--- src/rtl/multdiv_stall_ctrl_if.sv ---
// rtl/multdiv_stall_ctrl_if.sv - D/X, multdiv unit and X/M signals around the multdiv stall controller
interface multdiv_stall_ctrl_if;
  logic [4:0]  op_x;
  logic [4:0]  aluop_x;
  logic [31:0] rega_x;
  logic [31:0] regb_x;
  logic        md_ready;
  logic [31:0] md_result;
  logic        md_exception;
  logic        ctrl_mult;
  logic        ctrl_div;
  logic [31:0] md_operand_a;
  logic [31:0] md_operand_b;
  logic        stall;
  logic        xm_bubble;
  logic        result_valid;
  logic [31:0] result;
  logic        result_overflow;
  logic        busy;

  // master: the controller; slave: the pipeline and multdiv unit around it
  modport master (
    input  op_x, aluop_x, rega_x, regb_x, md_ready, md_result, md_exception,
    output ctrl_mult, ctrl_div, md_operand_a, md_operand_b, stall, xm_bubble,
           result_valid, result, result_overflow, busy
  );

  modport slave (
    output op_x, aluop_x, rega_x, regb_x, md_ready, md_result, md_exception,
    input  ctrl_mult, ctrl_div, md_operand_a, md_operand_b, stall, xm_bubble,
           result_valid, result, result_overflow, busy
  );
endinterface

--- src/rtl/multdiv_stall_ctrl.sv ---
// rtl/multdiv_stall_ctrl.sv - freezes the front of the pipeline while the shared multdiv unit runs
module multdiv_stall_ctrl #(
  parameter int MAX_WAIT = 40
) (
  input logic             clock,
  input logic             reset,
  multdiv_stall_ctrl_if.master bus
);

  typedef enum logic [1:0] {
    S_IDLE,
    S_START,
    S_WAIT,
    S_DONE
  } state_t;

  localparam logic [5:0] WAIT_LAST = 6'(MAX_WAIT - 1);

  state_t      state;
  state_t      state_nxt;
  logic [5:0]  wait_cnt;
  logic        is_mult;
  logic        is_div;
  logic        md_op;
  logic        ctrl_mult_q;
  logic        ctrl_div_q;
  logic [31:0] operand_a_q;
  logic [31:0] operand_b_q;
  logic [31:0] result_q;
  logic        overflow_q;
  logic        timeout;

  assign is_mult = (bus.op_x == 5'b00000) && (bus.aluop_x == 5'b00110);
  assign is_div  = (bus.op_x == 5'b00000) && (bus.aluop_x == 5'b00111);
  assign md_op   = is_mult | is_div;
  assign timeout = (wait_cnt == WAIT_LAST);

  always_ff @(posedge clock or negedge reset) begin
    if (!reset) begin
      state <= S_IDLE;
    end else begin
      state <= state_nxt;
    end
  end

  always_comb begin
    state_nxt = state;
    case (state)
      S_IDLE:  if (md_op) state_nxt = S_START;
      S_START: state_nxt = S_WAIT;
      S_WAIT:  if (bus.md_ready || timeout) state_nxt = S_DONE;
      S_DONE:  state_nxt = S_IDLE;
      default: state_nxt = S_IDLE;
    endcase
  end

  // The start-pulse flops double as the latched mult/div kind: set on launch, live only in START.
  always_ff @(posedge clock or negedge reset) begin
    if (!reset) begin
      ctrl_mult_q <= 1'b0;
      ctrl_div_q  <= 1'b0;
      operand_a_q <= 32'h0;
      operand_b_q <= 32'h0;
      wait_cnt    <= 6'd0;
      result_q    <= 32'h0;
      overflow_q  <= 1'b0;
    end else begin
      ctrl_mult_q <= 1'b0;
      ctrl_div_q  <= 1'b0;
      case (state)
        S_IDLE: begin
          if (md_op) begin
            operand_a_q <= bus.rega_x;
            operand_b_q <= bus.regb_x;
            ctrl_mult_q <= is_mult;
            ctrl_div_q  <= is_div;
          end
        end
        S_START: wait_cnt <= 6'd0;
        S_WAIT: begin
          if (bus.md_ready) begin
            result_q   <= bus.md_result;
            overflow_q <= bus.md_exception;
          end else if (timeout) begin
            result_q   <= 32'h0;
            overflow_q <= 1'b1;
          end else begin
            wait_cnt <= wait_cnt + 6'd1;
          end
        end
        default: ;
      endcase
    end
  end

  // Stall is combinational so the detecting cycle is already frozen; gated so reset forces it low.
  assign bus.stall           = reset & (((state == S_IDLE) & md_op) | (state == S_START) | (state == S_WAIT));
  assign bus.xm_bubble       = bus.stall;
  assign bus.busy            = (state != S_IDLE);
  assign bus.result_valid    = (state == S_DONE);
  assign bus.ctrl_mult       = ctrl_mult_q;
  assign bus.ctrl_div        = ctrl_div_q;
  assign bus.md_operand_a    = operand_a_q;
  assign bus.md_operand_b    = operand_b_q;
  assign bus.result          = result_q;
  assign bus.result_overflow = overflow_q;

endmodule

--- src/flat_wrapper.sv ---
// flat-port wrapper written by rule: the top's interface ports become plain ports
module multdiv_stall_ctrl_flat 
#(
  parameter int MAX_WAIT = 40
)
  (clock, reset, bus_op_x, bus_aluop_x, bus_rega_x, bus_regb_x, bus_md_ready, bus_md_result, bus_md_exception, bus_ctrl_mult, bus_ctrl_div, bus_md_operand_a, bus_md_operand_b, bus_stall, bus_xm_bubble, bus_result_valid, bus_result, bus_result_overflow, bus_busy);
  multdiv_stall_ctrl_if bus_i ();
  input logic clock;
  input logic reset;
  input wire logic [$bits(bus_i.op_x)-1:0] bus_op_x;
  input wire logic [$bits(bus_i.aluop_x)-1:0] bus_aluop_x;
  input wire logic [$bits(bus_i.rega_x)-1:0] bus_rega_x;
  input wire logic [$bits(bus_i.regb_x)-1:0] bus_regb_x;
  input wire logic [$bits(bus_i.md_ready)-1:0] bus_md_ready;
  input wire logic [$bits(bus_i.md_result)-1:0] bus_md_result;
  input wire logic [$bits(bus_i.md_exception)-1:0] bus_md_exception;
  output wire logic [$bits(bus_i.ctrl_mult)-1:0] bus_ctrl_mult;
  output wire logic [$bits(bus_i.ctrl_div)-1:0] bus_ctrl_div;
  output wire logic [$bits(bus_i.md_operand_a)-1:0] bus_md_operand_a;
  output wire logic [$bits(bus_i.md_operand_b)-1:0] bus_md_operand_b;
  output wire logic [$bits(bus_i.stall)-1:0] bus_stall;
  output wire logic [$bits(bus_i.xm_bubble)-1:0] bus_xm_bubble;
  output wire logic [$bits(bus_i.result_valid)-1:0] bus_result_valid;
  output wire logic [$bits(bus_i.result)-1:0] bus_result;
  output wire logic [$bits(bus_i.result_overflow)-1:0] bus_result_overflow;
  output wire logic [$bits(bus_i.busy)-1:0] bus_busy;
  assign bus_i.op_x = bus_op_x;
  assign bus_i.aluop_x = bus_aluop_x;
  assign bus_i.rega_x = bus_rega_x;
  assign bus_i.regb_x = bus_regb_x;
  assign bus_i.md_ready = bus_md_ready;
  assign bus_i.md_result = bus_md_result;
  assign bus_i.md_exception = bus_md_exception;
  assign bus_ctrl_mult = bus_i.ctrl_mult;
  assign bus_ctrl_div = bus_i.ctrl_div;
  assign bus_md_operand_a = bus_i.md_operand_a;
  assign bus_md_operand_b = bus_i.md_operand_b;
  assign bus_stall = bus_i.stall;
  assign bus_xm_bubble = bus_i.xm_bubble;
  assign bus_result_valid = bus_i.result_valid;
  assign bus_result = bus_i.result;
  assign bus_result_overflow = bus_i.result_overflow;
  assign bus_busy = bus_i.busy;
  multdiv_stall_ctrl #(.MAX_WAIT(MAX_WAIT)) u_core (.clock(clock), .reset(reset), .bus(bus_i));
endmodule
--- config.mk ---
export PLATFORM = sky130hd
export DESIGN_NAME = multdiv_stall_ctrl_flat
export DESIGN_NICKNAME = d
export VERILOG_FILES = /design/src/rtl/multdiv_stall_ctrl_if.sv /design/src/rtl/multdiv_stall_ctrl.sv /design/src/flat_wrapper.sv
export SDC_FILE = /design/constraint.sdc
export NUM_CORES = 1
export LEC_CHECK = 0
export ABC_AREA = 1
export CAP_MARGIN = 10
export CELL_PAD_IN_SITES_DETAIL_PLACEMENT = 0
export CELL_PAD_IN_SITES_GLOBAL_PLACEMENT = 1
export CORE_UTILIZATION = 29
export DETAILED_ROUTE_END_ITERATION = 12
export GPL_TIMING_DRIVEN = 0
export PLACE_DENSITY = 0.77
export SLEW_MARGIN = 25
export SYNTH_ARGS = -nofsm -noshare
export SYNTH_HDL_FRONTEND = slang
export SYNTH_SLANG_ARGS = --single-unit
--- constraint.sdc ---
create_clock -name clock -period 1.95 [get_ports clock]
set_clock_uncertainty 0.05 [all_clocks]
set_input_delay 0.195 -clock clock [delete_from_list [all_inputs] [get_ports clock]]
set_output_delay 0.195 -clock clock [all_outputs]
set_load 0.05 [all_outputs]
==> flow_summary.ini, run 1 <==
[timing]
setup_viol = 0
final.period_utilization_pct = 93.9
holdWs_ns = -0.198
setup_slack_ns = 0.119
fin_crit_ns = 1.83
rsz0062_at_grt = false
finalMaxSlewViolations = 0
slew_headroom_pct = 62.2
hold_violations = 61
worst_pin_slew_ns = 0.565
max_freq_mhz = 546

[cts]
cts_buffer_depth = 2
hold_buffers = 3
cts_tree = built
root_buffer = clkbuf_16
cts_made_buffers = 9
clk_latency_ns = 0.34
h-tree-depth = 3
clkTransAtPathRegs_ns = 0.07
cts_sinks = 107

[die]
core_area_um2 = 14800
die_h_um = 126
dieArea_um2 = 15800
rows = 44
die_w_um = 126
start_util_pct = 30.2
pin_count = 213

[power]
switchingPower_mw = 3.68
ir_drop_mv = 1.01
p_clk_share_pct = 21.0
sw_frac_of_total_pct = 42.3
internal_power_mw = 5.02
power_density_nw_per_um2 = 1190
pwr-share-comb_pct = 45.7
total_power_mw = 8.70
p_leak_nw = 3.67
power_frac_seq_pct = 33.2

[global_route]
grt_max_degree = 63
track_usage_pct = 17.5
antenna_found_initial = 0
overflow = 0
grt_pass1_vias = 4272
grt_pass1_wl_um = 21800

[place]
dp_cells = 915
port_buffers = 212
place.gp.congestion = 0.774
dp_hpwl_um = 9940
dpl_worst_slack_ns = -0.785

[detailed_routing]
drt-vias-per-instance = 4.52
wl_um = 13500
dr.pass1.iters = 4
num_vias = 4243
drc = 0
drtIter0Drc = 187
detail-route-antenna-nets = 0
drt-wirelength-per-cell_um = 14.4

[setup_path]
worstPathArrival_ns = 1.59
start_kind = flop
cp-end-kind = primary output
critPathMaxFanout = 6
slowest_stage = dfrtp_1
critPathMaxStageDelay_ns = 0.41
crit_type = flop to primary output
path_cells = inv_2 > ha_4 > buf_8 > nand3_4 > a21boi_4 > buf_6
required_ns = 1.70

[final_layout]
fillers = 1399
final_layout_size_suffix_gt1_share_pct = 7.43
fin_nets = 865
finalNonFillerCells = 938
final_util_pct = 49.4
area_growth_pct = 63.7
n_antenna_cell = 0
multiInputGateArea_um2 = 1550
regArea_um2 = 2680

[synth]
syn_inst = 518
synth_fp_nets = 633
avgSynthCellArea_um2 = 8.59
yosysUniqueCellTypes = 16
synth_area_um2 = 4450
ys_warn_count = 0
synth_seq_area_share_pct = 60.2
ys_seq_elements = 107

[run_status]
violations = negative hold slack
outcome = finished, violations left

[flow_run]
maxCapViolations = 0

[hold_path]
hp-class = primary input to asynchronous set/reset pin
==> power groups by stage <==
stage / Clock [mW] / Sequential, mW / Combinational (mW)
finish: 1.83 / 2.89 / 3.98
global route: 1.98 / 2.95 / 4.28
CTS: 1.90 / 2.90 / 3.98
detailed placement: 0 / 2.92 / 3.80
global placement: 0 / 2.91 / 3.77
floorplan: 0 / 4.20 / 1.05
==> critical path: cells and delay by family, from the launching register on <==
kind,cells,cell delay [ns]
AO/OA/AOI/OAI,1,0.20
adder cells (fa/ha/maj),1,0.16
buffers and inverters,3,0.39
flip-flops,1,0.41
AND/OR/NAND/NOR,1,0.07
==> flip-flops by register name, indices dropped and copies added (netlist names) <==
| signal | flops |
|---|---|
| u_core.bus.md_operand_a | 32 |
| u_core.bus.result_overflow | 1 |
| u_core.bus.ctrl_div | 1 |
| u_core.wait_cnt | 6 |
| u_core.bus.result | 32 |
| u_core.bus.ctrl_mult | 1 |
| u_core.state | 2 |
| u_core.bus.md_operand_b | 32 |
==> routing by layer <==
layer | global-route usage, % | up-vias | part of all wire, %
met5 | 0 | - | 0
met4 | 4.68 | 0 | 1.0
met3 | 7.05 | 9 | 10
met2 | 29.2 | 175 | 46
met1 | 21.0 | 1990 | 42
li1 | - | 2069 | -
==> metrics by stage <==
stage	TNS (ns)	instance area, µm²
6_report	0	7290
4_1_cts	0	7260
3_3_place_gp	-399.18	6820
2_1_floorplan	0	4470
5_1_grt	0	7290
3_5_place_dp	-1.85	6850
==> layout by cell type (no fill, tap or decap), types with 2 or more instances in the layout <==
cell type	Yosys	final
buf_4	9	14
buf_16	0	3
buf_6	4	6
nand3_1	73	72
clkbuf_1	8	7
inv_2	0	2
buf_8	0	2
nand2_1	262	262
o21bai_1	2	2
nor2_1	14	13
dfrtp_1	107	107
ha_1	5	4
nand4_1	2	2
clkbuf_16	0	9
inv_1	20	18
buf_2	8	8
clkdlybuf4s50_1	0	207
==> layout make-up <==
cell class                 count  area share [%]
multi-input combinational    362            21.3
tap                          184            3.16
sequential                   107            36.8
timing repair buffer         223            31.2
clock buffer                  11            3.33
inverter                      20            1.03
buffer                        27            2.51
clock inverter                 4           0.704
==> what timing repair did <==
| action | 4_1_cts | 5_1_grt |
|---|---|---|
| gates cloned | 0 | 0 |
| setup endpoints to repair | 4 | 2 |
| hold endpoints to repair | 46 | 61 |
| gates resized for setup | 27 | 4 |
| pin swaps | 2 | 2 |
| buffers inserted | 4 | 3 |
==> cells in the mapped netlist, drive strengths merged <==
cell type,n,area share [%]
dfrtp,107,60
o21bai,2,0.34
nand4,2,0.28
nand3,73,8.2
clkbuf,8,0.67
buf,21,3.4
o21ai,1,0.11
nor2,14,1.2
a21oi,1,0.11
ha,5,1.4
a21boi,1,0.17
inv,20,1.7
nand2,263,22
==> kinds of logic after synthesis <==
kind of cell	share of synthesized area [%]
buf+inv	5.79
compound gates	0.731
fa+ha+maj	1.41
simple gates	31.9
flops	60.2
==> final timing paths <==
kind	start	end	slack [ns]	depth (start not counted)
min reg2reg	u_core.bus.md_operand_b[26]	u_core.bus.md_operand_b[26]	0.42	2
min	reset	u_core.bus.md_operand_a[30]	-0.20	2
min in group clock	bus_md_result[20]	u_core.bus.result[20]	0.33	3
max reg2reg	u_core.state[0]	u_core.bus.result[21]	0.28	7
max	u_core.state[0]	bus_stall	0.12	6
max in group asynchronous	reset	u_core.bus.result[11]	1.09	4
Power figures use the tool's default switching activity.
==> run 2: changes to the inputs <==
Settings changed: CORE_MARGIN set to 2, CORE_UTILIZATION 29 to 31, DONT_BUFFER_PORTS set to 1, PLACE_DENSITY 0.77 to 0.55.
==> run 2 against run 1 <==
Effect of this change:
- the run ends with negative hold slack, negative setup slack left
- register-to-register slack better by 0.03 ns
- count of clock-buffer cells in the layout is 2 lower
- global-route usage is 1.1 points lower
- core utilization is 6.1 points lower
- highest routed layer unchanged
- first-iteration DRC count is 20% lower
- final cell count is 13% lower
- setup slack worse by 0.16 ns
- sequential cell count stayed put
- clock power is 3% lower
- sequential power is 48% higher
- design area is 17% lower
- wire length is 6.7% lower
==> flow_summary.ini, run 2 (same netlist as run 1, synthesis figures left out) <==
[final_layout]
final_util_pct = 43.3
final_layout_size_suffix_gt1_share_pct = 7.86
final_common_cell = nand2_1
n_antenna_cell = 0
design_area_um2 = 6030
final_cell_mix = 262 x nand2_1, 107 x dfrtp_1, 98 x dlygate4sd3_1
area_growth_pct = 35.5
finalNonFillerCells = 816
fin_nets = 746
fillers = 1368

[timing]
holdWs_ns = -0.511
setup_slack_ns = -0.0393
worst_pin_slew_ns = 0.528
hold_violations = 107
final.period_utilization_pct = 102
finalMaxSlewViolations = 0
fin_crit_ns = 1.99
max_freq_mhz = 503
final.setup.tns_ns = -0.0393
rsz0062_at_grt = true
slew_headroom_pct = 64.8
setup_viol = 1

[die]
die_w_um = 124
die_h_um = 124
start_util_pct = 31.9
core_area_um2 = 13900
rows = 43
pin_count = 213
dieArea_um2 = 15300

[cts]
clkTransAtPathRegs_ns = 0.07
h-tree-depth = 3
cts_tree = built
cts_made_buffers = 9
cts_buffer_depth = 2
root_buffer = clkbuf_16
hold_buffers = 98
cts_sinks = 107
clk_latency_ns = 0.34

[setup_path]
worst-r2r-setup-slack_ns = 0.31
reg2regPathDepth = 9
worstPathArrival_ns = 1.74
cp-end-kind = primary output
r2r_end = u_core.bus.result[2]
rr_startpoint = u_core.wait_cnt[0]
path_cells = inv_2 > buf_4 > ha_1 > nor2_2 > a21boi_4 > buf_6
critPathMaxFanout = 3
start_kind = flop
critPathMaxStageDelay_ns = 0.40
required_ns = 1.70
slowest_stage = dfrtp_1
crit_type = flop to primary output

[place]
dp_hpwl_um = 8560
place.gp.congestion = 0.714
place_area_um2 = 4690
port_buffers = 0
dp_cells = 698
dpl_worst_slack_ns = -0.406

[detailed_routing]
drc = 0
num_vias = 3734
dr.pass1.iters = 4
wl_um = 12600
detail-route-antenna-nets = 0
drtIter0Drc = 150
drt-vias-per-instance = 4.58
drt-wirelength-per-cell_um = 15.4

[power]
power_density_nw_per_um2 = 1270
ir_drop_mv = 0.716
total_power_mw = 7.67
p_leak_nw = 3.23

[hold_path]
hp-class = primary input to asynchronous set/reset pin

[global_route]
grt_pass1_vias = 3848
overflow = 0
antenna_found_initial = 0
grt_pass1_wl_um = 19400
grt_max_degree = 109
track_usage_pct = 16.5

[run_status]
violations = negative hold slack, negative setup slack
outcome = finished, violations left

[flow_run]
maxCapViolations = 0
run 2: changes by cell type in the layout (fill, tap and decap cells not counted), moves of 2 or more:
cell and delta:
clkdlybuf4s50_1 -207, buf_8 -2, buf_16 -3, dlygate4sd3_1 +97
inv_6 +3
run 2: critical path, delay by kind of cell, from the launching register on:
family,cells,cell delay [ns]
AND/OR/NAND/NOR,1,0.06
buffers and inverters,3,0.41
adder cells (fa/ha/maj),1,0.15
AO/OA/AOI/OAI,1,0.37
flip-flops,1,0.40
run 2: where the power goes:
| group | internal, mW | total (mW) | switching (mW) |
|---|---|---|---|
| Combinational | 0.608 | 1.64 | 1.03 |
| Clock | 0.891 | 1.77 | 0.878 |
| Sequential | 2.61 | 4.27 | 1.66 |
| Total | 4.11 | 7.67 | 3.57 |
run 2: area by class of cell:
type	instances	area [µm²]	share of cell area, %
sequential	107	2680	44.4
buffer	27	178	2.95
tap	180	225	3.73
inverter	20	75.1	1.24
clock buffer	9	225	3.73
clock inverter	7	58.8	0.975
multi-input combinational	362	1570	26.0
timing repair buffer	104	1030	17.0
run 2: worst max path at each step:
stage / startpoint / to / slack, ns / cells after the start
floorplan: u_core.state[0] / bus_xm_bubble / 0.03 / 7
global placement: u_core.state[0] / bus_xm_bubble / -0.39 / 7
detailed placement: u_core.state[0] / bus_xm_bubble / -0.41 / 7
CTS: u_core.state[1] / bus_xm_bubble / -0.11 / 5
global route: u_core.state[1] / bus_xm_bubble / -0.12 / 6
finish: u_core.state[1] / bus_xm_bubble / -0.04 / 6
run 2: per-layer routing:
metal / share of wire [%] / global-route usage [%] / vias up / wire (µm)
met2: 48 / 28.1 / 153 / 6050
li1: - / - / 1838 / -
met4: 1.2 / 5.97 / 0 / 155
met5: 0 / 0 / - / 0
met3: 10 / 5.95 / 10 / 1260
met1: 41 / 19.0 / 1733 / 5140
run 2: timing repair:
item | in CTS | in global routing
pin swaps | 2 | 2
resized for setup | 10 | 2
hold endpoints to repair | 206 | 107
setup buffers | 6 | 0
setup endpoints to repair | 4 | 1
